--- src/rtl/button_event_pkg.sv ---
// Shared types and elaboration helpers for the button event generator.
// Holds the autorepeat state encoding, counter sizing and parameter legality check.
package button_event_pkg;

    typedef enum logic [1:0] {
        IDLE   = 2'd0,
        DELAY  = 2'd1,
        REPEAT = 2'd2
    } repeat_state_e;

    function automatic int unsigned max_u(input int unsigned a, input int unsigned b);
        return (a > b) ? a : b;
    endfunction

    // Bits needed to hold 0..max_val; never less than one bit.
    function automatic int unsigned count_width(input int unsigned max_val);
        int unsigned w;
        w = $clog2(max_val + 1);
        return (w == 0) ? 1 : w;
    endfunction

    function automatic bit params_legal(input int unsigned width,
                                        input int unsigned debounce_cycles,
                                        input int unsigned repeat_period);
        return (width >= 1) && (debounce_cycles >= 1) && (repeat_period >= 1);
    endfunction

endpackage

--- src/rtl/button_event_channel.sv ---
// One button channel: synchronizer, debouncer, pending press/release flags,
// tick-aligned emission and the autorepeat state machine.
module button_event_channel
    import button_event_pkg::*;
#(
    parameter int unsigned DEBOUNCE_CYCLES = 16,
    parameter int unsigned REPEAT_DELAY    = 30,
    parameter int unsigned REPEAT_PERIOD   = 6
) (
    input  logic clk_i,
    input  logic rst_i,
    input  logic tick_i,
    input  logic btn_i,
    output logic level_o,
    output logic press_o,
    output logic release_o,
    output logic repeat_o
);

    localparam int unsigned DB_W  = count_width(DEBOUNCE_CYCLES);
    localparam int unsigned CNT_W = count_width(max_u(REPEAT_DELAY, REPEAT_PERIOD));
    localparam bit          REPEAT_EN = (REPEAT_DELAY != 0);
    localparam logic [DB_W-1:0]  DB_LAST    = DB_W'(DEBOUNCE_CYCLES - 1);
    localparam logic [CNT_W-1:0] DELAY_END  = CNT_W'(REPEAT_DELAY);
    localparam logic [CNT_W-1:0] PERIOD_END = CNT_W'(REPEAT_PERIOD);

    logic [1:0]       sync_q;
    logic             btn_s;
    logic [DB_W-1:0]  db_cnt;
    logic             level_q;
    logic             level_d;
    logic             rise;
    logic             fall;
    logic             press_pend;
    logic             rel_pend;
    logic             press_emit;
    logic             rpt_fire;
    repeat_state_e    state;
    repeat_state_e    state_n;
    logic [CNT_W-1:0] cnt;
    logic [CNT_W-1:0] cnt_n;
    logic [CNT_W-1:0] cnt_inc;

    assign btn_s      = sync_q[1];
    assign rise       = level_q & ~level_d;
    assign fall       = ~level_q & level_d;
    assign press_emit = press_pend | rise;
    assign level_o    = level_q;

    // Level only flips after DEBOUNCE_CYCLES consecutive disagreeing samples.
    always_ff @(posedge clk_i) begin
        if (rst_i) begin
            sync_q  <= '0;
            db_cnt  <= '0;
            level_q <= 1'b0;
            level_d <= 1'b0;
        end else begin
            sync_q  <= {sync_q[0], btn_i};
            level_d <= level_q;
            if (btn_s == level_q) begin
                db_cnt <= '0;
            end else if (db_cnt == DB_LAST) begin
                level_q <= ~level_q;
                db_cnt  <= '0;
            end else begin
                db_cnt <= db_cnt + 1'b1;
            end
        end
    end

    always_ff @(posedge clk_i) begin
        if (rst_i) begin
            press_pend <= 1'b0;
            rel_pend   <= 1'b0;
            press_o    <= 1'b0;
            release_o  <= 1'b0;
            repeat_o   <= 1'b0;
        end else begin
            press_o   <= tick_i & (press_emit | rpt_fire);
            release_o <= tick_i & (rel_pend | fall);
            repeat_o  <= rpt_fire;
            if (tick_i) begin
                press_pend <= 1'b0;
                rel_pend   <= 1'b0;
            end else begin
                press_pend <= press_pend | rise;
                rel_pend   <= rel_pend | fall;
            end
        end
    end

    always_ff @(posedge clk_i) begin
        if (rst_i) begin
            state <= IDLE;
            cnt   <= '0;
        end else begin
            state <= state_n;
            cnt   <= cnt_n;
        end
    end

    // Counts ticks while held; a dropped level always returns to IDLE.
    always_comb begin
        state_n  = state;
        cnt_n    = cnt;
        rpt_fire = 1'b0;
        cnt_inc  = cnt + 1'b1;
        if (!level_q) begin
            state_n = IDLE;
            cnt_n   = '0;
        end else if (tick_i) begin
            case (state)
                IDLE: begin
                    if (press_emit && REPEAT_EN) begin
                        state_n = DELAY;
                        cnt_n   = '0;
                    end
                end
                DELAY: begin
                    if (cnt_inc == DELAY_END) begin
                        rpt_fire = 1'b1;
                        state_n  = REPEAT;
                        cnt_n    = '0;
                    end else begin
                        cnt_n = cnt_inc;
                    end
                end
                REPEAT: begin
                    if (cnt_inc == PERIOD_END) begin
                        rpt_fire = 1'b1;
                        cnt_n    = '0;
                    end else begin
                        cnt_n = cnt_inc;
                    end
                end
                default: begin
                    state_n = IDLE;
                    cnt_n   = '0;
                end
            endcase
        end
    end

endmodule

--- src/rtl/button_event_gen.sv ---
// Turns raw bouncing push-button levels into clean, game-tick-aligned
// press / release / autorepeat events, one independent channel per button.
module button_event_gen
    import button_event_pkg::*;
#(
    parameter int unsigned WIDTH           = 4,
    parameter int unsigned DEBOUNCE_CYCLES = 16,
    parameter int unsigned REPEAT_DELAY    = 30,
    parameter int unsigned REPEAT_PERIOD   = 6
) (
    input  logic             clk_i,
    input  logic             rst_i,
    input  logic             tick_i,
    input  logic [WIDTH-1:0] btn_i,
    output logic [WIDTH-1:0] level_o,
    output logic [WIDTH-1:0] press_o,
    output logic [WIDTH-1:0] release_o,
    output logic [WIDTH-1:0] repeat_o
);

    if (!params_legal(WIDTH, DEBOUNCE_CYCLES, REPEAT_PERIOD)) begin : g_bad_params
        $error("button_event_gen: WIDTH, DEBOUNCE_CYCLES and REPEAT_PERIOD must be >= 1");
    end

    for (genvar i = 0; i < WIDTH; i++) begin : g_ch
        button_event_channel #(
            .DEBOUNCE_CYCLES(DEBOUNCE_CYCLES),
            .REPEAT_DELAY   (REPEAT_DELAY),
            .REPEAT_PERIOD  (REPEAT_PERIOD)
        ) u_ch (
            .clk_i    (clk_i),
            .rst_i    (rst_i),
            .tick_i   (tick_i),
            .btn_i    (btn_i[i]),
            .level_o  (level_o[i]),
            .press_o  (press_o[i]),
            .release_o(release_o[i]),
            .repeat_o (repeat_o[i])
        );
    end

endmodule

--- config.mk ---
export PLATFORM = sky130hd
export DESIGN_NAME = button_event_gen
export DESIGN_NICKNAME = d
export VERILOG_FILES = /design/src/rtl/button_event_pkg.sv /design/src/rtl/button_event_channel.sv /design/src/rtl/button_event_gen.sv
export SDC_FILE = /design/constraint.sdc
export NUM_CORES = 1
export LEC_CHECK = 0
export ABC_AREA = 1
export CAP_MARGIN = 40
export CORE_ASPECT_RATIO = 1.25
export CORE_MARGIN = 5
export CORE_UTILIZATION = 55
export CTS_CLUSTER_DIAMETER = 40
export DETAILED_ROUTE_END_ITERATION = 16
export PLACE_DENSITY = 0.73
export SLEW_MARGIN = 20
export SYNTH_ARGS = -nofsm -noshare
export SYNTH_HDL_FRONTEND = slang
export SYNTH_HIERARCHICAL = 1
export SYNTH_SLANG_ARGS = --single-unit
--- constraint.sdc ---
create_clock -name clk_i -period 2.7 [get_ports clk_i]
set_clock_uncertainty 0.1 [all_clocks]
set_input_delay 0.54 -clock clk_i [delete_from_list [all_inputs] [get_ports clk_i]]
set_output_delay 0.54 -clock clk_i [all_outputs]
set_load 0.1 [all_outputs]
==> After elaboration in Yosys (flattened, before gate mapping) <==
Index checks and enable logic that the tools add are counted.
{ "totals": {"output_inout_bits": 16, "word_cells": 201, "register_bits": 84} }
{ "classes": {"mux": 48, "n_eq_ne": 32, "addsub": 8, "n_bitwise": 44, "n_reduce_logical": 25} }
{ "op_table": {"columns": ["op", "n"], "rows": [
  ["two-way mux 5 bit", 12],
  ["case mux 5 bit (3 select lines)", 4],
  ["adder 5 x 1 -> 5 bit (second input constant)", 8],
  ["case mux 2 bit (3 select lines)", 4],
  ["equality test 5 x 3 -> 1 bit (second input constant)", 4],
  ["equality test 5 x 4 -> 1 bit (second input constant)", 4],
  ["equality test 5 bit (second input constant)", 4],
  ["AND 1 bit", 16],
  ["two-way mux 1 bit", 16],
  ["two-way mux 2 bit", 8],
  ["inequality test 2 x 1 -> 1 bit (second input constant)", 8],
  ["NOT 1 bit", 16],
  ["AND reduction 2 bit", 8],
  ["AND reduction 4 bit", 4],
  ["bitwise OR 1 bit", 12],
  ["OR reduction 3 bit", 4],
  ["OR reduction 2 bit", 5],
  ["equality test 2 x 1 -> 1 bit (second input constant)", 4],
  ["equality test 2 bit (second input constant)", 4],
  ["logical NOT 2 bit", 4],
  ["case mux 1 bit (2 select lines)", 4],
  ["equality test 1 bit", 4]
]} }

==> Depth between registers and ports, before layout <==
Gate-level depths: netlist of the first run.
{ "depth": {"ltp_word": 8, "mapped_depth": 11, "depth_no_buf": 11} }

==> Cells and area by module <==
The synthesis of the first run kept the hierarchy.
{ "by_module_without_submodules": {"columns": ["module", "instances", "cells_each", "area_per_inst_um2"], "rows": [
  ["button_event_channel", 4, 141, 1063.5]
]} }

==> Worst setup path before layout of the first run <==
No wires, ideal clock.
{ "synth_path": {"kind": "register to register", "from": "register g_ch[0].u_ch.level_q", "to": "register g_ch[0].u_ch.cnt[0]", "stages_incl_launch_ff": 11, "required_time_ns": 2.534, "path_buffers": 0, "arrival_ns": 1.779, "path_slack_ns": 0.755, "period_less_slack_ns": 1.945, "setup_time_ns": 0.066, "cell_sequence": "dfxtp_1 -> inv_2 -> nor2_2 -> nor2_2 -> nand2_2 -> nand2_4 -> inv_6 -> nand2_4 -> nor2_1 -> nand2_1 -> a21oi_2"} }
{ "synth_via": {"elab_chain_len": 4} }
{ "synth_lines": {"columns": ["item", "line", "source"], "rows": [
  ["start: declaration", "button_event_channel.sv:30", "logic level_q;"],
  ["start signal: assignment", "button_event_channel.sv:63", "level_q <= ~level_q;"],
  ["AND 1 bit", "button_event_channel.sv:45", "assign rise = level_q & ~level_d;"],
  ["bitwise OR 1 bit", "button_event_channel.sv:47", "assign press_emit = press_pend | rise;"],
  ["inequality test 2 x 1 -> 1 bit (no source line)", null, null],
  ["AND reduction 2 bit (no source line)", null, null],
  ["end signal: assignment", "button_event_channel.sv:98", "cnt <= cnt_n;"],
  ["end: declaration", "button_event_channel.sv:40", "logic [CNT_W-1:0] cnt;"]
]} }
Parallel ways exist; a longest one is shown, timed or not.
A chain may end at the register's enable or synchronous reset.

==> Final worst setup path of the first run <==
{ "layout_path": {"from": "register g_ch[1].u_ch.level_q", "to": "output level_o[1]"} }
{ "layout_lines": {"columns": ["item", "line", "source"], "rows": [
  ["start: declaration", "button_event_channel.sv:30", null],
  ["start signal: assignment", "button_event_channel.sv:63", null],
  ["end: declaration", "button_event_gen.sv:15", "output logic [WIDTH-1:0] level_o,"]
]} }
No word-level cell between the ends.

==> metrics.md, run 1 <==
| Metric | Value |
|---|---|
| Run status | finished clean |
| Gate count of the mapped netlist | 564 |
| Category of the critical setup timing path | reg -> out |
| Non-filler cells, final | 692 |
| Post-synthesis instance area | approximately 0.0043 sq mm |
| Die height | 108.3 um |
| Adder-Cell Fraction of Synth Area | 0.08235 |
| Max_cap viols | 0 |
| # H-tree levels | 3 |
| Commonest cells in the netlist | sky130_fd_sc_hd__nand2_1, sky130_fd_sc_hd__dfxtp_1, sky130_fd_sc_hd__inv_1 |
| Most instantiated flip-flop cell in the synthesis netlist | sky130_fd_sc_hd__dfxtp_1 |
| Filler Cells Inserted | 669 |
| Post-route DRC violation count | 0 |
| Sequence of cells on the critical path | buf_4 |
| Switching Fraction | 0.2404 |
| Hold Buf Count CTS | 0 |
| Final WL | around 7700 um |
| Count of nets left with antenna violations after detail routing | 0 |
| Average vias per placed instance | 5.061 |
| Mean instance size in the synthesized netlist | roughly 7.5 sq um |
| Area of the multi-input gates | roughly 0.0022 sq mm |
| Part of the Yosys area used for sequential elements | 0.3953 |
| Power per cell area | 448.9 mW/mm^2 |
| Number of buffers and inverters on the critical path | 1 |
| Share of flip-flops with an asynchronous set or reset after synthesis | 0 |
| Launching element type of the critical path | flip-flop |
| Multiplexer fraction of the synthesized cell area | 0 |
| CTS buffer count | 9 |
| Share of synthesized cell area in and, or, nand and nor gates | 0.3541 |
| Via count of the routed design | 3502 |
| Final Cycle Share | 0.6579 |
| Share of total power in the clock network | 0.391 |
| Total of flip-flops plus latches after synthesis | 84 |
| Area Overhead vs Synth | 10.91% |
| RSZ-0062 raised after global routing | no |
| Psw | 0.0005093 W |
| Number of endpoints failing setup at the final stage | 0 |
| Cell type of the slowest stage on the worst timing path | sky130_fd_sc_hd__dfxtp_1 |
| Initial Util | 0.5714 |
| Endpoint arrival time on the critical path | 1.14 ns |
| # nets final | 630 |
| Weighted congestion at the end of routability-driven global placement | 0.8094 |
| Total placed cells including tap cells | a little under 700 |
| Cell at the root of the clock tree | sky130_fd_sc_hd__clkbuf_8 |
| Share of Yosys cell area claimed by the top area cell type | 0.3953 |
| YS warnings | 6 |
| Largest net degree at the start of global routing | 29 |
| Antenna fix cells | 0 |
| Largest area contributor in the synthesized netlist | sky130_fd_sc_hd__dfxtp_1 |
| Number of sinks handled by clock tree synthesis | between 80 and 90 |
| Cell Int Power | 0.001609 W |
| Maximum vdd drop | about 0.3 mV |
| Detailed placer's ending HPWL | 5834 um |
| Antenna violations before repair | 0 |
| First-pass GRT wire length | around 13000 um |
| Final critical path time including I/O delays and setup | ~1.8 ns |
| Main combinational cell family by area after synthesis | simple AND/OR/NAND/NOR gates |
| Floorplan row count | 35 |
| Fin. max-slew vios | 0 |
| Horiz. Die Dim | 88.66 um |
| Area of the die | 0.009605 sq mm |
| Clock tree from TritonCTS | yes |
| Clock slew seen by the registers of the worst setup and hold paths | 0.09 ns |
| Number of synthesized flops with an enable pin | 0 |
| Flop pwr share | 0.590 |
| Required time at the worst-slack endpoint | 2.06 ns |
| Post_cts resized | 0 |
| Count of buffers inserted at the top-level ports | 22 |
| Tot Pwr | roughly 0.0021 W |
| Fmax | approximately 0.56 GHz |
| Complex-gate fraction of the synthesized area | 0.07882 |
| Placeable core area | 0.007445 sq mm |
| Worst Path Max Fanout | 5 |
| Net count after synthesis | between 500 and 600 |
| Worst Max-Slew Pin Slew | 0.3987 ns |
| Worst-skew pair later-pin latency | roughly 0.35 ns |
| GR Util All Layers | 0.1728 |
| Most numerous cell in the Yosys netlist | sky130_fd_sc_hd__nand2_1 |
| Reported leakage power | 1.938 nW |
| Post-Synth XOR/XNOR Area | 0 |
| Number of iterations in the first detailed-routing pass | 4 |
| Min-Delay Path Class | reg -> reg |
| Number of hold-slack violations in the final timing report | 0 |
| Final total negative setup slack | 0 ns |
| Slew Limit Headroom | 0.7330 |
| DRC marker count from the first detailed-route iteration | around 110 |
| Register Area | 0.001682 sq mm |
| Max clock buf depth | 2 |
| Proportion of layout cells with a drive suffix above 1 | 0.2033 |
| Combinational share of power | 0.019 |
| WL per Instance | 11.13 um |
| Count of cell types in the netlist | 21 |
| IO Count | 23 |
| Post-CTS setup buffers | 0 |
| Maximum cell stage delay along the critical path | about 0.45 ns |
| Family of cells with the greatest summed delay on the critical path | flip-flops |
| CP Capture Type | output pin |
| Vias in the first global route | 3259 |
| Congestion Overflow GR | 0 |
| Area contributors post-synth | sky130_fd_sc_hd__dfxtp_1, sky130_fd_sc_hd__nand2_1, sky130_fd_sc_hd__ha_1 |
layout by cell type (no fill, tap or decap):
| cell type | count |
|---|---|
| sky130_fd_sc_hd__nor2_2 | 28 |
| sky130_fd_sc_hd__nand4_1 | 24 |
| sky130_fd_sc_hd__clkbuf_8 | 9 |
| sky130_fd_sc_hd__nand3_2 | 16 |
| sky130_fd_sc_hd__inv_6 | 5 |
| sky130_fd_sc_hd__inv_1 | 72 |
| sky130_fd_sc_hd__nor3_1 | 8 |
| sky130_fd_sc_hd__a21oi_2 | 4 |
| sky130_fd_sc_hd__clkinv_4 | 4 |
| sky130_fd_sc_hd__inv_2 | 12 |
| sky130_fd_sc_hd__dfxtp_1 | 84 |
| sky130_fd_sc_hd__buf_4 | 18 |
| sky130_fd_sc_hd__o21bai_1 | 4 |
| sky130_fd_sc_hd__nor3b_1 | 4 |
| sky130_fd_sc_hd__inv_8 | 1 |
| sky130_fd_sc_hd__nand3_1 | 20 |
| sky130_fd_sc_hd__nand2_4 | 8 |
| sky130_fd_sc_hd__nand2_2 | 16 |
| sky130_fd_sc_hd__clkdlybuf4s50_1 | 6 |
| sky130_fd_sc_hd__a21oi_1 | 40 |
| sky130_fd_sc_hd__o21ai_0 | 8 |
| sky130_fd_sc_hd__o211ai_1 | 4 |
| sky130_fd_sc_hd__nand2_1 | 124 |
| sky130_fd_sc_hd__clkinv_2 | 1 |
| sky130_fd_sc_hd__ha_1 | 28 |
| sky130_fd_sc_hd__nor2_1 | 52 |
metrics by stage:
stage | hold slack, ns | util | cell area [sq um] | setup slack (ns)
after floorplan | 0.2883 | - | 4254 | 0.7547
after global placement | 0.2926 | 0.6091 | 4534 | 0.6772
after detailed placement | 0.2986 | 0.6091 | 4534 | 0.6063
after CTS | 0.3113 | 0.6338 | 4718 | 0.9101
after global routing | 0.3278 | 0.6338 | 4718 | 0.7997
final | 0.3109 | 0.6338 | 4718 | 0.9237
metal layers:
layer	global-route usage	share of wire	vias to the layer above
li1	-	-	1866
met1	0.2055	0.46	1585
met2	0.3052	0.50	42
met3	0.03201	0.028	9
met4	0.06156	0.015	0
met5	0	0	-
cells by family after synthesis:
family,Yosys count
DFF,84
and+or+nand+nor,300
adders and majority gates,28
buffers and inverters,92
AOI/OAI and AO/OA,60
tightest hold or removal path: stages, from the launching register on:
cell and delay, ns:
sky130_fd_sc_hd__dfxtp_1 0.31, sky130_fd_sc_hd__inv_1 0.04, sky130_fd_sc_hd__nor2_1 0.03
worst paths after layout:
check	startpoint	endpoint	slack, ns	cells past startpoint
max	g_ch[1].u_ch/level_o	level_o[1]	0.92	1
min reg2reg	g_ch[0].u_ch/sync_q[0]	g_ch[0].u_ch/sync_q[1]	0.31	2
max reg2reg	g_ch[2].u_ch/cnt[0]	g_ch[2].u_ch/state[0]	0.99	11
min	g_ch[0].u_ch/sync_q[0]	g_ch[0].u_ch/sync_q[1]	0.31	2
power groups by stage:
stage | clock, W | combinational, W | sequential [W]
2_1_floorplan | 0 | 0.0000142 | 0.00128
3_3_place_gp | 0 | 0.0000397 | 0.00128
3_5_place_dp | 0 | 0.0000406 | 0.00128
4_1_cts | 0.000850 | 0.0000407 | 0.00125
5_1_grt | 0.000909 | 0.0000459 | 0.00125
6_report | 0.000829 | 0.0000401 | 0.00125
layout make-up:
class	count	area share
inverters	88	0.07425
clock inverters	7	0.01273
repair buffers	24	0.04137
well taps	92	0.02440
flip-flops and latches	84	0.3564
clock buffers	9	0.02625
multi-input cells	388	0.4646
state kept, by name, indices dropped and copies added, names as in the netlist:
name,cells
g_ch.u_ch/rel_pend,4
g_ch.u_ch/db_cnt,20
g_ch.u_ch/state,8
g_ch.u_ch/press_o,4
g_ch.u_ch/level_d,4
g_ch.u_ch/cnt,20
g_ch.u_ch/press_pend,4
g_ch.u_ch/repeat_o,4
g_ch.u_ch/level_o,4
g_ch.u_ch/sync_q,8
g_ch.u_ch/release_o,4
Power figures use the tool's default switching activity.
==> run 2: changes to the inputs <==
==> constraint.sdc (replaced) <==
create_clock -name clk_i -period 1.65 [get_ports clk_i]
set_clock_uncertainty 0.1 [all_clocks]
set_input_delay 0.33 -clock clk_i [delete_from_list [all_inputs] [get_ports clk_i]]
set_output_delay 0.33 -clock clk_i [all_outputs]
set_load 0.1 [all_outputs]
==> run 2 against run 1 <==
Net effect: utilization rose by 7.1 points; sequential cell count did not move; via count rose by 6.2%; first-iteration DRC count rose by 43%; total power rose by 77%; setup slack got worse by 0.83 ns; combinational power rose by 140%; register-to-register slack got worse by 0.90 ns; sequential power rose by 63%.
==> metrics.md, run 2 (synthesis results as in run 1) <==
| Metric | Value |
|---|---|
| Run status | finished clean (unchanged) |
| Antenna fix cells | 0 (unchanged) |
| Min setup slack post-route | 0.09149 ns (was 0.9237 ns) |
| Initial Util | 0.5714 (unchanged) |
| Min-Delay Path Class | reg -> reg (unchanged) |
| Register-to-Register Path Depth | 8 (was 11) |
| Capture endpoint of the worst hold path | g_ch[0].u_ch/sync_q[1] (unchanged) |
| Via count of the routed design | 3720 (was 3502) |
| Proportion of layout cells with a drive suffix above 1 | 0.2723 (was 0.2033) |
| Met2 GRT Util | 0.3429 (was 0.3052) |
| Post-route DRC violation count | 0 (unchanged) |
| Detailed placer's ending HPWL | 6421 um (was 5834 um) |
| Regs by FF count | g_ch.u_ch/cnt x20, g_ch.u_ch/db_cnt x20 (unchanged) |
| Total placed cells including tap cells | 702 (was 676) |
| Max_cap viols | 0 (unchanged) |
| Antenna violations before repair | 0 (unchanged) |
| Count of buffers inserted at the top-level ports | 22 (unchanged) |
| Final total negative setup slack | 0 ns (unchanged) |
| Leading cell type in the layout, fill and taps excluded | sky130_fd_sc_hd__nand2_1 (unchanged) |
| Count of nets left with antenna violations after detail routing | 0 (unchanged) |
| WL per Instance | 11.94 um (was 11.13 um) |
| Vias in the first global route | 3471 (was 3259) |
| First-pass GRT wire length | 14410 um (was 13340 um) |
| Power per cell area | 715.1 mW/mm^2 (was 448.9 mW/mm^2) |
| Worst Path Max Fanout | 3 (was 5) |
| Fraction of met3 tracks used by global routing | 0.03430 (was 0.03201) |
| Horiz. Die Dim | 88.66 um (unchanged) |
| Weighted congestion at the end of routability-driven global placement | 0.8863 (was 0.8094) |
| Worst Max-Slew Pin Slew | 0.3466 ns (was 0.3987 ns) |
| CTS buffer count | 9 (unchanged) |
| Most Crowded Layer GR | met2 (unchanged) |
| Worst slack at placement | -0.04279 ns (was 0.6063 ns) |
| Max clock buf depth | 2 (unchanged) |
| Congestion Overflow GR | 0 (unchanged) |
| Post-Route Utilization | 0.7047 (was 0.6338) |
| GR Util All Layers | 0.1874 (was 0.1728) |
| Start point of the worst hold path | g_ch[0].u_ch/sync_q[0] (unchanged) |
| Die height | 108.3 um (unchanged) |
| Startpoint of the worst-slack reg-to-reg timing path | g_ch[0].u_ch/db_cnt[0] (was g_ch[2].u_ch/cnt[0]) |
| Number of iterations in the first detailed-routing pass | 5 (was 4) |
| Cell at the root of the clock tree | sky130_fd_sc_hd__clkbuf_8 (unchanged) |
| # nets final | 658 (was 630) |
| Final critical path time including I/O delays and setup | 1.559 ns |
| Clock slew seen by the registers of the worst setup and hold paths | 0.08 ns (was 0.09 ns) |
| Area of the die | 0.009605 sq mm (unchanged) |
| Capture point of the worst reg-to-reg path | g_ch[0].u_ch/db_cnt[3] (was g_ch[2].u_ch/state[0]) |
| Commonest cells after routing, fill and taps aside | sky130_fd_sc_hd__nand2_1, sky130_fd_sc_hd__dfxtp_1, sky130_fd_sc_hd__inv_1 (unchanged) |
| Maximum vdd drop | 0.4815 mV (was 0.2961 mV) |
| DRC marker count from the first detailed-route iteration | 159 (was 111) |
| IO Count | 23 (unchanged) |
| Endpoint arrival time on the critical path | 1.75 ns (was 1.14 ns) |
| Hold Buf Count CTS | 0 (unchanged) |
| Category of the critical setup timing path | reg -> reg (was reg -> out) |
| Average vias per placed instance | 5.167 (was 5.061) |
| Slew Limit Headroom | 0.7679 (was 0.7330) |
| RSZ-0062 raised after global routing | yes (was no) |
| Fmax | approximately 0.64 GHz |
| Area Overhead vs Synth | 23.32% (was 10.91%) |
| Required time at the worst-slack endpoint | 1.84 ns (was 2.06 ns) |
| Number of endpoints failing setup at the final stage | 0 (unchanged) |
| Launching element type of the critical path | flip-flop (unchanged) |
| Reported leakage power | 2.122 nW (was 1.938 nW) |
| Final WL | 8597 um (was 7701 um) |
| Largest net degree at the start of global routing | 17 (was 29) |
| Worst-skew pair later-pin latency | 0.35 ns (about the same) |
| FF-to-FF setup slack | 0.09 ns (was 0.99 ns) |
| Routing usage on met1 | 0.2069 (was 0.2055) |
| Instance count along the most critical hold path | 2 (unchanged) |
| Number of hold-slack violations in the final timing report | 0 (unchanged) |
| Fin. max-slew vios | 0 (unchanged) |
| Placeable core area | 0.007445 sq mm (unchanged) |
| CP Capture Type | flip-flop (was output pin) |
| # H-tree levels | 3 (unchanged) |
| Number of sinks handled by clock tree synthesis | 84 (unchanged) |
| Final Cycle Share | 0.9446 |
| Floorplan row count | 35 (unchanged) |
| Clock tree from TritonCTS | yes (unchanged) |
| Hold slack final | 0.3043 ns (was 0.3109 ns) |
| Non-filler cells, final | 720 (was 692) |
==> run 2: changes by cell type in the layout (fill, tap and decap cells not counted), sizes merged <==
| cell | delta |
|---|---|
| bufinv | +2 |
| buf | +28 |
| inv | -2 |
| clkbuf | +3 |
| clkinv | -4 |
| clkinvlp | +1 |
==> run 2: metrics by stage <==
stage	area (sq um)	power, W
2_1_floorplan	4259	0.002113
4_1_cts	5181	0.003773
5_1_grt	5246	0.003874
6_report	5246	0.003751
3_3_place_gp	4960	0.002184
3_5_place_dp	4960	0.002186
==> run 2: power breakdown <==
part / switching [W] / internal [W] / leakage [nW] / total [W]
clock network: 0.000718 / 0.000893 / 0.107 / 0.00161
logic: 0.0000473 / 0.0000493 / 1.33 / 0.0000966
registers: 0.00000645 / 0.00204 / 0.683 / 0.00204
==> run 2: area by class of cell <==
type	instances	area, sq um
Clock buffer	12	145.1
Clock inverter	4	72.57
Fill cell	626	2198
Inverter	88	350.3
Multi-Input combinational cell	388	2240
Sequential cell	84	1693
Tap cell	92	115.1
Timing Repair Buffer	52	630.6
==> run 2: timing repair <==
item,4_1_cts,5_1_grt
pin swaps,2,4
buffers inserted,0,2
gates cloned,0,0
resized for setup,2,18
endpoints found under the setup margin,1,24
==> run 2: per-layer routing <==
| layer | part of all wire | routed length, um |
|---|---|---|
| met1 | 0.42 | 3621 |
| met4 | 0.019 | 167 |
| met2 | 0.54 | 4603 |
| met5 | 0 | 0 |
| met3 | 0.024 | 204 |
==> run 2: worst max path at each step <==
stage	from	endpoint	slack, ns	cells after the start
after floorplan	g_ch[0].u_ch/level_o	g_ch[0].u_ch/cnt[0]	0.05	10
final	g_ch[0].u_ch/db_cnt[0]	g_ch[0].u_ch/db_cnt[3]	0.09	8
after global routing	g_ch[1].u_ch/db_cnt[0]	g_ch[1].u_ch/db_cnt[3]	-0.02	8
after global placement	rst_i	g_ch[2].u_ch/db_cnt[3]	-0.009	6
after detailed placement	rst_i	g_ch[2].u_ch/db_cnt[3]	-0.04	6
after CTS	g_ch[2].u_ch/db_cnt[0]	g_ch[2].u_ch/db_cnt[3]	0.02	8
==> run 2: worst max-delay path, stage by stage, from the launching register on <==
cell and delay (ns):
sky130_fd_sc_hd__dfxtp_2 0.33, sky130_fd_sc_hd__ha_1 0.20, sky130_fd_sc_hd__nand2_1 0.08, sky130_fd_sc_hd__nor2_1 0.05, sky130_fd_sc_hd__ha_2 0.19, sky130_fd_sc_hd__a21oi_2 0.10, sky130_fd_sc_hd__o211ai_1 0.15, sky130_fd_sc_hd__o21bai_1 0.19
sky130_fd_sc_hd__a21oi_1 0.11
